`src/rtl/fib_seq_ctrl.sv`:
```
// Fibonacci sequencer: owns the A/B term registers and their adder, and streams
// the first n_terms terms over a valid/ready handshake before pulsing done.
module fib_seq_ctrl #(
    parameter int WIDTH = 4,
    parameter int CNT_W = 4
) (
    input  logic             clk,
    input  logic             reset,
    input  logic             start,
    input  logic [CNT_W-1:0] n_terms,
    input  logic             abort,
    input  logic             out_ready,
    output logic             out_valid,
    output logic [WIDTH-1:0] out_term,
    output logic [CNT_W-1:0] out_idx,
    output logic             busy,
    output logic             done,
    output logic             overflow
);

    typedef enum logic [1:0] {
        IDLE = 2'd0,
        EMIT = 2'd1,
        DONE = 2'd2
    } state_t;

    state_t           state_q, state_d;
    logic [WIDTH-1:0] a_q, a_d;
    logic [WIDTH-1:0] b_q, b_d;
    logic [CNT_W-1:0] idx_q, idx_d;
    logic [CNT_W-1:0] n_q, n_d;
    logic             ovf_q, ovf_d;

    logic [WIDTH:0]   sum;
    logic             lastIdx;
    logic             newTermEmitted;

    // The freshly computed B is term idx+2; it only counts toward overflow
    // if this run will actually emit it.
    assign sum            = {1'b0, a_q} + {1'b0, b_q};
    assign lastIdx        = (idx_q == (n_q - CNT_W'(1)));
    assign newTermEmitted = (({1'b0, idx_q} + (CNT_W+1)'(2)) < {1'b0, n_q});

    always_ff @(posedge clk) begin
        if (reset) begin
            state_q <= IDLE;
            a_q     <= '0;
            b_q     <= WIDTH'(1);
            idx_q   <= '0;
            n_q     <= '0;
            ovf_q   <= 1'b0;
        end else begin
            state_q <= state_d;
            a_q     <= a_d;
            b_q     <= b_d;
            idx_q   <= idx_d;
            n_q     <= n_d;
            ovf_q   <= ovf_d;
        end
    end

    always_comb begin
        state_d   = state_q;
        a_d       = a_q;
        b_d       = b_q;
        idx_d     = idx_q;
        n_d       = n_q;
        ovf_d     = ovf_q;
        out_valid = 1'b0;
        busy      = 1'b0;
        done      = 1'b0;

        case (state_q)
            IDLE: begin
                if (start) begin
                    ovf_d = 1'b0;
                    if (n_terms != '0) begin
                        n_d     = n_terms;
                        a_d     = '0;
                        b_d     = WIDTH'(1);
                        idx_d   = '0;
                        state_d = EMIT;
                    end else begin
                        state_d = DONE;
                    end
                end
            end
            EMIT: begin
                out_valid = 1'b1;
                busy      = 1'b1;
                // Abort wins over a same-cycle handshake; that term is dropped.
                if (abort) begin
                    state_d = IDLE;
                end else if (out_ready) begin
                    if (lastIdx) begin
                        state_d = DONE;
                    end else begin
                        a_d   = b_q;
                        b_d   = sum[WIDTH-1:0];
                        idx_d = idx_q + CNT_W'(1);
                        if (sum[WIDTH] && newTermEmitted) begin
                            ovf_d = 1'b1;
                        end
                    end
                end
            end
            DONE: begin
                busy    = 1'b1;
                done    = 1'b1;
                state_d = IDLE;
            end
            default: begin
                state_d = IDLE;
            end
        endcase
    end

    assign out_term = a_q;
    assign out_idx  = idx_q;
    assign overflow = ovf_q;

endmodule

```
`config.mk`:
```
export PLATFORM = sky130hd
export DESIGN_NAME = fib_seq_ctrl
export DESIGN_NICKNAME = d
export VERILOG_FILES = /design/src/rtl/fib_seq_ctrl.sv
export SDC_FILE = /design/constraint.sdc
export NUM_CORES = 1
export LEC_CHECK = 0
export ABC_AREA = 0
export CAP_MARGIN = 20
export CORE_MARGIN = 2
export CORE_UTILIZATION = 51
export DETAILED_ROUTE_END_ITERATION = 6
export PLACE_DENSITY = 0.78
export SLEW_MARGIN = 20
export SYNTH_ARGS = -nofsm -noshare
export SYNTH_HDL_FRONTEND = slang
export SYNTH_SLANG_ARGS = --single-unit
```
`constraint.sdc`:
```
create_clock -name clk -period 2.9 [get_ports clk]
set_clock_uncertainty 0.1 [all_clocks]
set_input_delay 0.435 -clock clk [delete_from_list [all_inputs] [get_ports clk]]
set_output_delay 0.435 -clock clk [all_outputs]
set_load 0.02 [all_outputs]
```
# After elaboration in Yosys (flattened, before gate mapping)
# Cells that the tools add are included.
dict set report word_totals {
  reg_bits 19
  input_bits 9
  output_inout_bits 12
  elab_cells 62
}
dict set report classes {
  n_addsub 4
  magnitude_cmp 1
  eq_ne 11
  n_mux 31
  n_reduce_logical 9
}
# operator count
set op_table {}
lappend op_table {{$mux 4} 13}
lappend op_table {{$pmux 4 s2} 3}
lappend op_table {{$ne 2x2->1 const B} 6}
lappend op_table {{$reduce_and 6->1} 2}
lappend op_table {{$mux 2} 5}
lappend op_table {{$mux 1} 8}
lappend op_table {{$ne 3x3->1 const B} 2}
lappend op_table {{$reduce_and 3->1} 2}
lappend op_table {{$add 4x2->5 const B} 1}
lappend op_table {{$add 4x4->5} 1}
lappend op_table {{$lt 5x4->1} 1}
lappend op_table {{$add 4x1->4 const B} 1}
lappend op_table {{$eq 4x4->1} 1}
lappend op_table {{$pmux 2 s2} 1}
lappend op_table {{$reduce_bool 4->1} 1}
lappend op_table {{$sub 4x1->4 const B} 1}
lappend op_table {{$eq 2x1->1 const B} 1}
lappend op_table {{$eq 2x2->1 const B} 1}
lappend op_table {{$logic_not 2->1} 1}
lappend op_table {{$pmux 1 s2} 1}
lappend op_table {{$reduce_bool 2->1} 1}
lappend op_table {{$reduce_or 2->1} 1}
lappend op_table {{$logic_and 1x1->1} 1}

# Logic depth before layout (Yosys ltp)
# Gate-level depths: netlist of the first run.
dict set report depth {
  word_depth 8
  depth_mapped 8
  depth_no_buf 7
}

# Worst setup path after synthesis of the first run
# Ideal clock, no wire load.
dict set report synth_timing {
  kind {flip-flop to flip-flop}
  from {reg state_q[1]}
  to {reg idx_q[2], in the netlist out_idx[2]}
  setup_ns 0.059
  t_arrival_ns 1.868
  t_required_ns 2.741
  path_slack_ns 0.872
  stages_incl_launch_ff 8
  n_path_buf 0
  period_less_slack_ns 2.028
  path_cell_list {dfxtp_1 -> inv_1 -> ha_1 -> nand2b_1 -> a2bb2oi_1 -> a311o_2 -> or4_1 -> nand2_1}
}
dict set report synth_between {
  elab_chain_cells 3
  word_cells_on_any_way 10
  classes_between {eq/ne (6); mux (1); reduce/logical (3)}
}
# element line_no
set synth_rtl {}
lappend synth_rtl {{start, declared} 27} ;# state_t state_q, state_d;
lappend synth_rtl {{start signal, assigned} 53} ;# state_q <= state_d;
lappend synth_rtl {{$eq 2x1->1 or $logic_not 2->1 (tied branches)} 73} ;# case (state_q)
lappend synth_rtl {{$ne 2x2->1 (no line) or $reduce_bool 2->1 (tied branches)} --}
lappend synth_rtl {{$reduce_and 6->1 (no line)} --}
lappend synth_rtl {{end signal, assigned} 56} ;# idx_q <= idx_d;
lappend synth_rtl {{end, declared} 30} ;# logic [CNT_W-1:0] idx_q, idx_d;
# Parallel ways exist; a longest one is shown, timed or not.
# A chain may end at the register's enable or synchronous reset.

# Worst setup path in the final report of the first run
# Ends and elaborated chain as after synthesis.

==> results of run 1 <==
-- stage by stage --
step	instances	worst slack [ns]	utilization [%]	power, mW
global route	183	0.381	64.8	0.629
CTS	183	0.500	64.8	0.598
floorplan	134	0.872	-	0.410
detailed placement	179	0.501	63.6	0.466
finish	183	0.504	64.8	0.593
global placement	179	0.537	63.6	0.459
-- critical path, delay by kind of cell, from the launching register on --
family / cells / cell delay [ns]
AND/OR/NAND/NOR: 3 / 0.73
buffers and inverters: 1 / 0.09
adder cells (fa/ha/maj): 1 / 0.42
AO/OA/AOI/OAI: 2 / 0.67
flip-flops: 1 / 0.34
-- per-layer routing --
layer  up-vias  GRT usage [%]  wire length [µm]
li1        523              -                 -
met1       489           22.7              1010
met2        22           37.6              1340
met3         7           3.45                78
met4         0           7.89                49
met5         -              0                 0
-- kinds of logic after synthesis --
logic type                 after synthesis
adders and majority gates               15
buffers and inverters                   17
DFF                                     19
muxes                                    4
and+or+nand+nor                         43
AOI/OAI and AO/OA                       29
xor gates and xnor gates                 7
-- worst paths after layout --
path	from	to	slack, ns
setup / recovery	state_q[1]	out_idx[2]	0.50
hold / removal	out_term[3]	out_term[3]	0.38
setup reg to reg	state_q[1]	out_idx[2]	0.50
hold reg to reg	out_term[3]	out_term[3]	0.38
-- cell type report --
class                      instances  area, µm²
inverter                          13       48.8
sequential                        19        380
clock buffer                       4       26.3
fill                             197        763
multi-input combinational         98        708
tap                               28       35.0
timing repair buffer              21        208
-- state kept, by name, summed over array words and instances (netlist names) --
| name | count |
|---|---|
| n_q | 4 |
| b_q | 4 |
| out_idx | 4 |
| out_term | 4 |
| overflow | 1 |
| state_q | 2 |
-- where the power goes --
part           switching (mW)  leakage (nW)  internal (mW)
logic                   0.106         0.410         0.0732
registers              0.0105         0.154          0.272
clock network          0.0779        0.0150         0.0536
-- Yosys cell counts, drive strengths merged, types with 3 or more instances --
library cell,count
inv,13
xnor2,3
a31oi,3
nor3,4
dfxtp,19
nand2,13
nand4,6
xor2,3
ha,14
a21oi,13
or3,3
nor2,8
clkbuf,3
mux2i,4
==> metrics.md, run 1 <==
| Metric | Value |
|---|---|
| Status | completed |
| Worst-path clk slew | 0.10 ns |
| Flip-flop cell with the highest count after synthesis | dfxtp_1 |
| Worst reg-to-reg path cell count | 7 |
| WP data required | 3.05 ns |
| Syn Nets | 158 |
| Period utilization | between 80% and 90% |
| Most common cell after layout, fill and taps aside | clkdlybuf4s50_1 |
| Total gr overflow | 0 |
| First-pass GRT wire length | between 3 and 4 mm |
| Finish-stage setup viols | 0 |
| Commonest cells after routing, fill and taps aside | clkdlybuf4s50_1 (20), dfxtp_1 (19), ha_1 (14) |
| Min Hold Slack | around 0.38 ns |
| Row count | 17 |
| PortBufs | 20 |
| Initial antenna violation count | 0 |
| Final Wtd Congestion | 0.862 |
| Peak supply drop | 0.339 mV |
| Root buffer selected by CTS | clkbuf_4 |
| Die area | 2660 µm² |
| Antenna-violating nets left | 0 |
| Largest family of logic cells by synthesized area | simple AND/OR/NAND/NOR gates |
| Share of the synthesized area in the top cell type | roughly a third |
| DR pass1 iterations | 4 |
| Routed wire length | 2.48 mm |
| Netlist cell types | 33 |
| Compound-gate portion of the synthesized area | 16.1% |
| TritonCTS clock tree | done |
| Min cycle time layout | 2.40 ns |
| Pleak | 0.579 nW |
| Fin. max-slew vios | 0 |
| Vias in the first global route | 958 |
| Placed cell areas | 1380 µm² |
| Largest net degree at the start of global routing | 19 |
| P&R area growth vs syn | 21.9% |
| FMAX | 0.417 GHz |
| Data arrival time of the worst path | 2.54 ns |
| Die Height | 51.6 µm |
| Fin. Hold Viols | 0 |
| Synth Instances | 134 |
| Tightest Hold Check Type | reg2reg |
| Post-CTS Resized | 0 |
| Post-Synthesis Cell Area | 1150 µm² |
| EDFF count, synth | 0 |
| Initial Util | 53.2% |
| IO Pins | 21 |
| Post-synthesis simple-gate area fraction | 18.3% |
| Seq cells post-synth | 19 |
| Layout cells sized above 1 | 3.23% |
| Post-synthesis mux area share | 3.47% |
| Avg Vias per Cell | roughly 5.7 |
| Startpoint Class | register |
| CTS Hold Bufs | 0 |
| Number of post-CTS setup repair buffers | 0 |
| Clk_lat worst skew | a little under 0.3 ns |
| P per Cell Area | 421 nW/µm² |
| Synth async-reset ratio | 0% |
| Critical path type | reg2reg |
| Setup TNS Final | 0 ns |
| Placed wire-length estimate | 1.94 mm |
| Final net count | 180 |
| Core footprint | about 2200 µm² |
| Unrepaired setup endpoints after global routing | false |
| Cell taking the most area after synthesis | dfxtp_1 |
| Crit path cell chain | inv_1, ha_1, nand2b_1, a2bb2oi_1, a311o_2, or4_1, nand2_1 |
| Post-Synth XOR/XNOR Area | 6.62% |
| First DRT Iteration DRCs | 21 |
| Proportion of synthesized chip area in sequential cells | 33.0% |
| Die W | 51.6 µm |
| Post-Layout Inst Area | 1410 µm² |
| Avg Inst Size Synth | 8.61 µm² |
| GRT Overall Usage | 20.2% |
| Relative slew slack | 56.1% |
| CTS HTree Levels | 1 |
| Max-cap viol count | 0 |
| Ant diodes | 0 |
| Worst Hold Path Cells | 2 |
| Crit path capture type | register |
| Routed vias | roughly 1.0k |
| Area share of fa/ha/maj cells after synthesis | 16.9% |
| Worst-margin pin slew | 0.655 ns |
| Drc violations | 0 |
| CTS Buf Count | 3 |
| Synth warn | 0 |
| Clock Sinks | 19 |
| CP max FO | 18 |
| Average routed wire per standard cell | 13.6 µm |
| Synth top area cells | dfxtp_1 (33%), ha_1 (15%), a21oi_1 (5.6%) |
| Slowest-stage cell, CP | a311o_2 |
| Clock Path Buffers | 2 |
| Slowest stage delay, CP | 0.50 ns |
Note: power is estimated with default switching activity, not from simulation.
==> run 2, diff against run 1 <==
==> constraint.sdc (replaced) <==
create_clock -name clk -period 2.3 [get_ports clk]
set_clock_uncertainty 0.1 [all_clocks]
set_input_delay 0.345 -clock clk [delete_from_list [all_inputs] [get_ports clk]]
set_output_delay 0.345 -clock clk [all_outputs]
set_load 0.02 [all_outputs]
==> metrics.md, run 2 (synthesis gave the netlist of run 1 again) <==
| Metric | Value |
|---|---|
| Status | completed (unchanged) |
| Initial antenna violation count | 0 (unchanged) |
| Number of post-CTS setup repair buffers | 0 (unchanged) |
| P per Cell Area | 544 nW/µm² (was 421 nW/µm²) |
| Clock Path Buffers | 2 (unchanged) |
| Total gr overflow | 0 (unchanged) |
| WP data required | 2.48 ns (was 3.05 ns) |
| Tightest Hold Check Type | reg2reg (unchanged) |
| Max-cap viol count | 0 (unchanged) |
| Avg Vias per Cell | 5.67 (was 5.69) |
| Fin. Hold Viols | 0 (unchanged) |
| First DRT Iteration DRCs | 23 (was 21) |
| FILL cells | 198 (was 197) |
| Setup TNS Final | 0 ns (unchanged) |
| Worst R2R Start | n_q[1] (was state_q[1]) |
| Period utilization | 94.0% (was 82.6%) |
| PortBufs | 20 (unchanged) |
| Clk_lat worst skew | 0.32 ns (was 0.29 ns) |
| Row count | 17 (unchanged) |
| Ant diodes | 0 (unchanged) |
| Pleak | 0.608 nW (was 0.579 nW) |
| Reg-to-reg slack, setup | 0.14 ns (was 0.50 ns) |
| DR pass1 iterations | 4 (unchanged) |
| FMAX | 0.462 GHz (was 0.417 GHz) |
| Post-route insts no fill | 189 (was 183) |
| CP max FO | 10 (was 18) |
| CTS HTree Levels | 1 (unchanged) |
| Worst-path clk slew | 0.12 ns (was 0.10 ns) |
| IO Pins | 21 (unchanged) |
| Routed vias | 1071 (was 1041) |
| Die area | 2660 µm² (unchanged) |
| GRT Overall Usage | 21.7% (was 20.2%) |
| TritonCTS clock tree | done (unchanged) |
| Hold path startpoint | out_term[0] (was out_term[3]) |
| CTS Buf Count | 3 (unchanged) |
| Vias in the first global route | 1004 (was 958) |
| Peak supply drop | 0.340 mV (was 0.339 mV) |
| Layout cells sized above 1 | 8.70% (was 3.23%) |
| First-pass GRT wire length | 4.26 mm (was 4.00 mm) |
| Die W | 51.6 µm (unchanged) |
| Fin. max-slew vios | 0 (unchanged) |
| Critical path type | reg2reg (unchanged) |
| Placed wire-length estimate | 2.02 mm (was 1.94 mm) |
| Worst-margin pin slew | 0.573 ns (was 0.655 ns) |
| Die Height | 51.6 µm (unchanged) |
| CTS Hold Bufs | 0 (unchanged) |
| Most common cell after layout, fill and taps aside | clkdlybuf4s50_1 (unchanged) |
| Commonest cells after routing, fill and taps aside | clkdlybuf4s50_1 (20), dfxtp_1 (18), ha_1 (14) (was clkdlybuf4s50_1 (20), dfxtp_1 (19), ha_1 (14)) |
| Startpoint Class | register (unchanged) |
| Worst Hold Path Cells | 2 (unchanged) |
| Final Wtd Congestion | 0.828 (was 0.862) |
| Initial Util | 53.2% (unchanged) |
| Hold Path End | out_term[0] (was out_term[3]) |
| Worst reg-to-reg path cell count | 7 (unchanged) |
| Routed wire length | 2.57 mm (was 2.48 mm) |
| Clock Sinks | 19 (unchanged) |
| Average routed wire per standard cell | 13.6 µm (about the same) |
| Unrepaired setup endpoints after global routing | false (unchanged) |
| Min cycle time layout | 2.16 ns (was 2.40 ns) |
| Area occupied by multi-input gates | 713 µm² (was 708 µm²) |
| Largest net degree at the start of global routing | 17 (was 19) |
| Crit path capture type | register (unchanged) |
| Data arrival time of the worst path | 2.34 ns (was 2.54 ns) |
| Core footprint | 2170 µm² (unchanged) |
| Root buffer selected by CTS | clkbuf_4 (unchanged) |
| Relative slew slack | 61.4% (was 56.1%) |
| Antenna-violating nets left | 0 (unchanged) |
| Reg2Reg Capture Point | out_idx[2] (unchanged) |
| FF/Latch Area | 382 µm² (was 380 µm²) |
| Drc violations | 0 (unchanged) |
| Post-Place Cells | 185 (was 179) |
| Min Hold Slack | 0.383 ns (was 0.379 ns) |
| Finish-stage setup viols | 0 (unchanged) |
| Final net count | 186 (was 180) |
| P&R area growth vs syn | 26.7% (was 21.9%) |
## run 2: area by class of cell
class / instances / share of cell area (%)
well taps: 28 / 2.40
clock buffers: 3 / 1.54
multi-input cells: 98 / 48.8
repair buffers: 27 / 17.3
flip-flops and latches: 19 / 26.1
clock inverters: 1 / 0.514
inverters: 13 / 3.34
## run 2: power breakdown
| part | total, mW | switching, mW | internal [mW] |
|---|---|---|---|
| Clock | 0.183 | 0.116 | 0.0666 |
| Combinational | 0.256 | 0.141 | 0.115 |
| Sequential | 0.355 | 0.0115 | 0.343 |
## run 2: per-stage QoR
| stage | setup WS [ns] | total power [mW] | cell area, µm² | util, % |
|---|---|---|---|---|
| global route | 0.00885 | 0.842 | 1460 | 67.4 |
| floorplan | 0.272 | 0.517 | 1150 | - |
| CTS | 0.112 | 0.802 | 1460 | 67.1 |
| detailed placement | 0.0576 | 0.615 | 1430 | 65.7 |
| finish | 0.137 | 0.794 | 1460 | 67.4 |
| global placement | 0.114 | 0.607 | 1430 | 65.7 |
## run 2: per-layer routing
| layer | part of all wire [%] | up-vias | GRT usage (%) |
|---|---|---|---|
| li1 | - | 534 | - |
| met1 | 42 | 500 | 24.5 |
| met2 | 51 | 26 | 37.4 |
| met3 | 3.5 | 11 | 3.45 |
| met4 | 3.4 | 0 | 14.5 |
| met5 | 0 | - | 0 |
## run 2: worst max path at each step
| stage | startpoint | slack (ns) | depth (start not counted) | to |
|---|---|---|---|---|
| after floorplan | state_q[1] | 0.27 | 7 | out_idx[2] |
| after global placement | abort | 0.11 | 6 | out_idx[2] |
| after detailed placement | n_terms[1] | 0.06 | 6 | out_idx[2] |
| after CTS | n_q[0] | 0.11 | 7 | out_idx[2] |
| after global routing | n_q[1] | 0.009 | 7 | b_q[2] |
| final | n_q[1] | 0.14 | 7 | out_idx[2] |
## run 2: worst max-delay path, cell delays in order, from the launching register on
cell	delay [ns]
dfxtp_1	0.38
inv_1	0.07
ha_1	0.28
xnor2_1	0.17
nor3_2	0.09
a311o_2	0.47
or4_1	0.49
nand2_1	0.08
## run 2: repair_timing
item,in CTS,in global routing
endpoints found under the hold margin,0,0
endpoints found under the setup margin,0,6
resized for setup,0,2
==> run 3, diff against run 2 <==
--- a/config.mk
+++ b/config.mk
@@ -11,7 +11,9 @@
 export CORE_UTILIZATION = 51
 export DETAILED_ROUTE_END_ITERATION = 6
 export PLACE_DENSITY = 0.78
+export SKIP_CTS_REPAIR_TIMING = 1
 export SLEW_MARGIN = 20
 export SYNTH_ARGS = -nofsm -noshare
 export SYNTH_HDL_FRONTEND = slang
 export SYNTH_SLANG_ARGS = --single-unit
+export TNS_END_PERCENT = 10
==> results of run 3 <==
The final DEF is identical to that of run 2; final timing and power are the same.
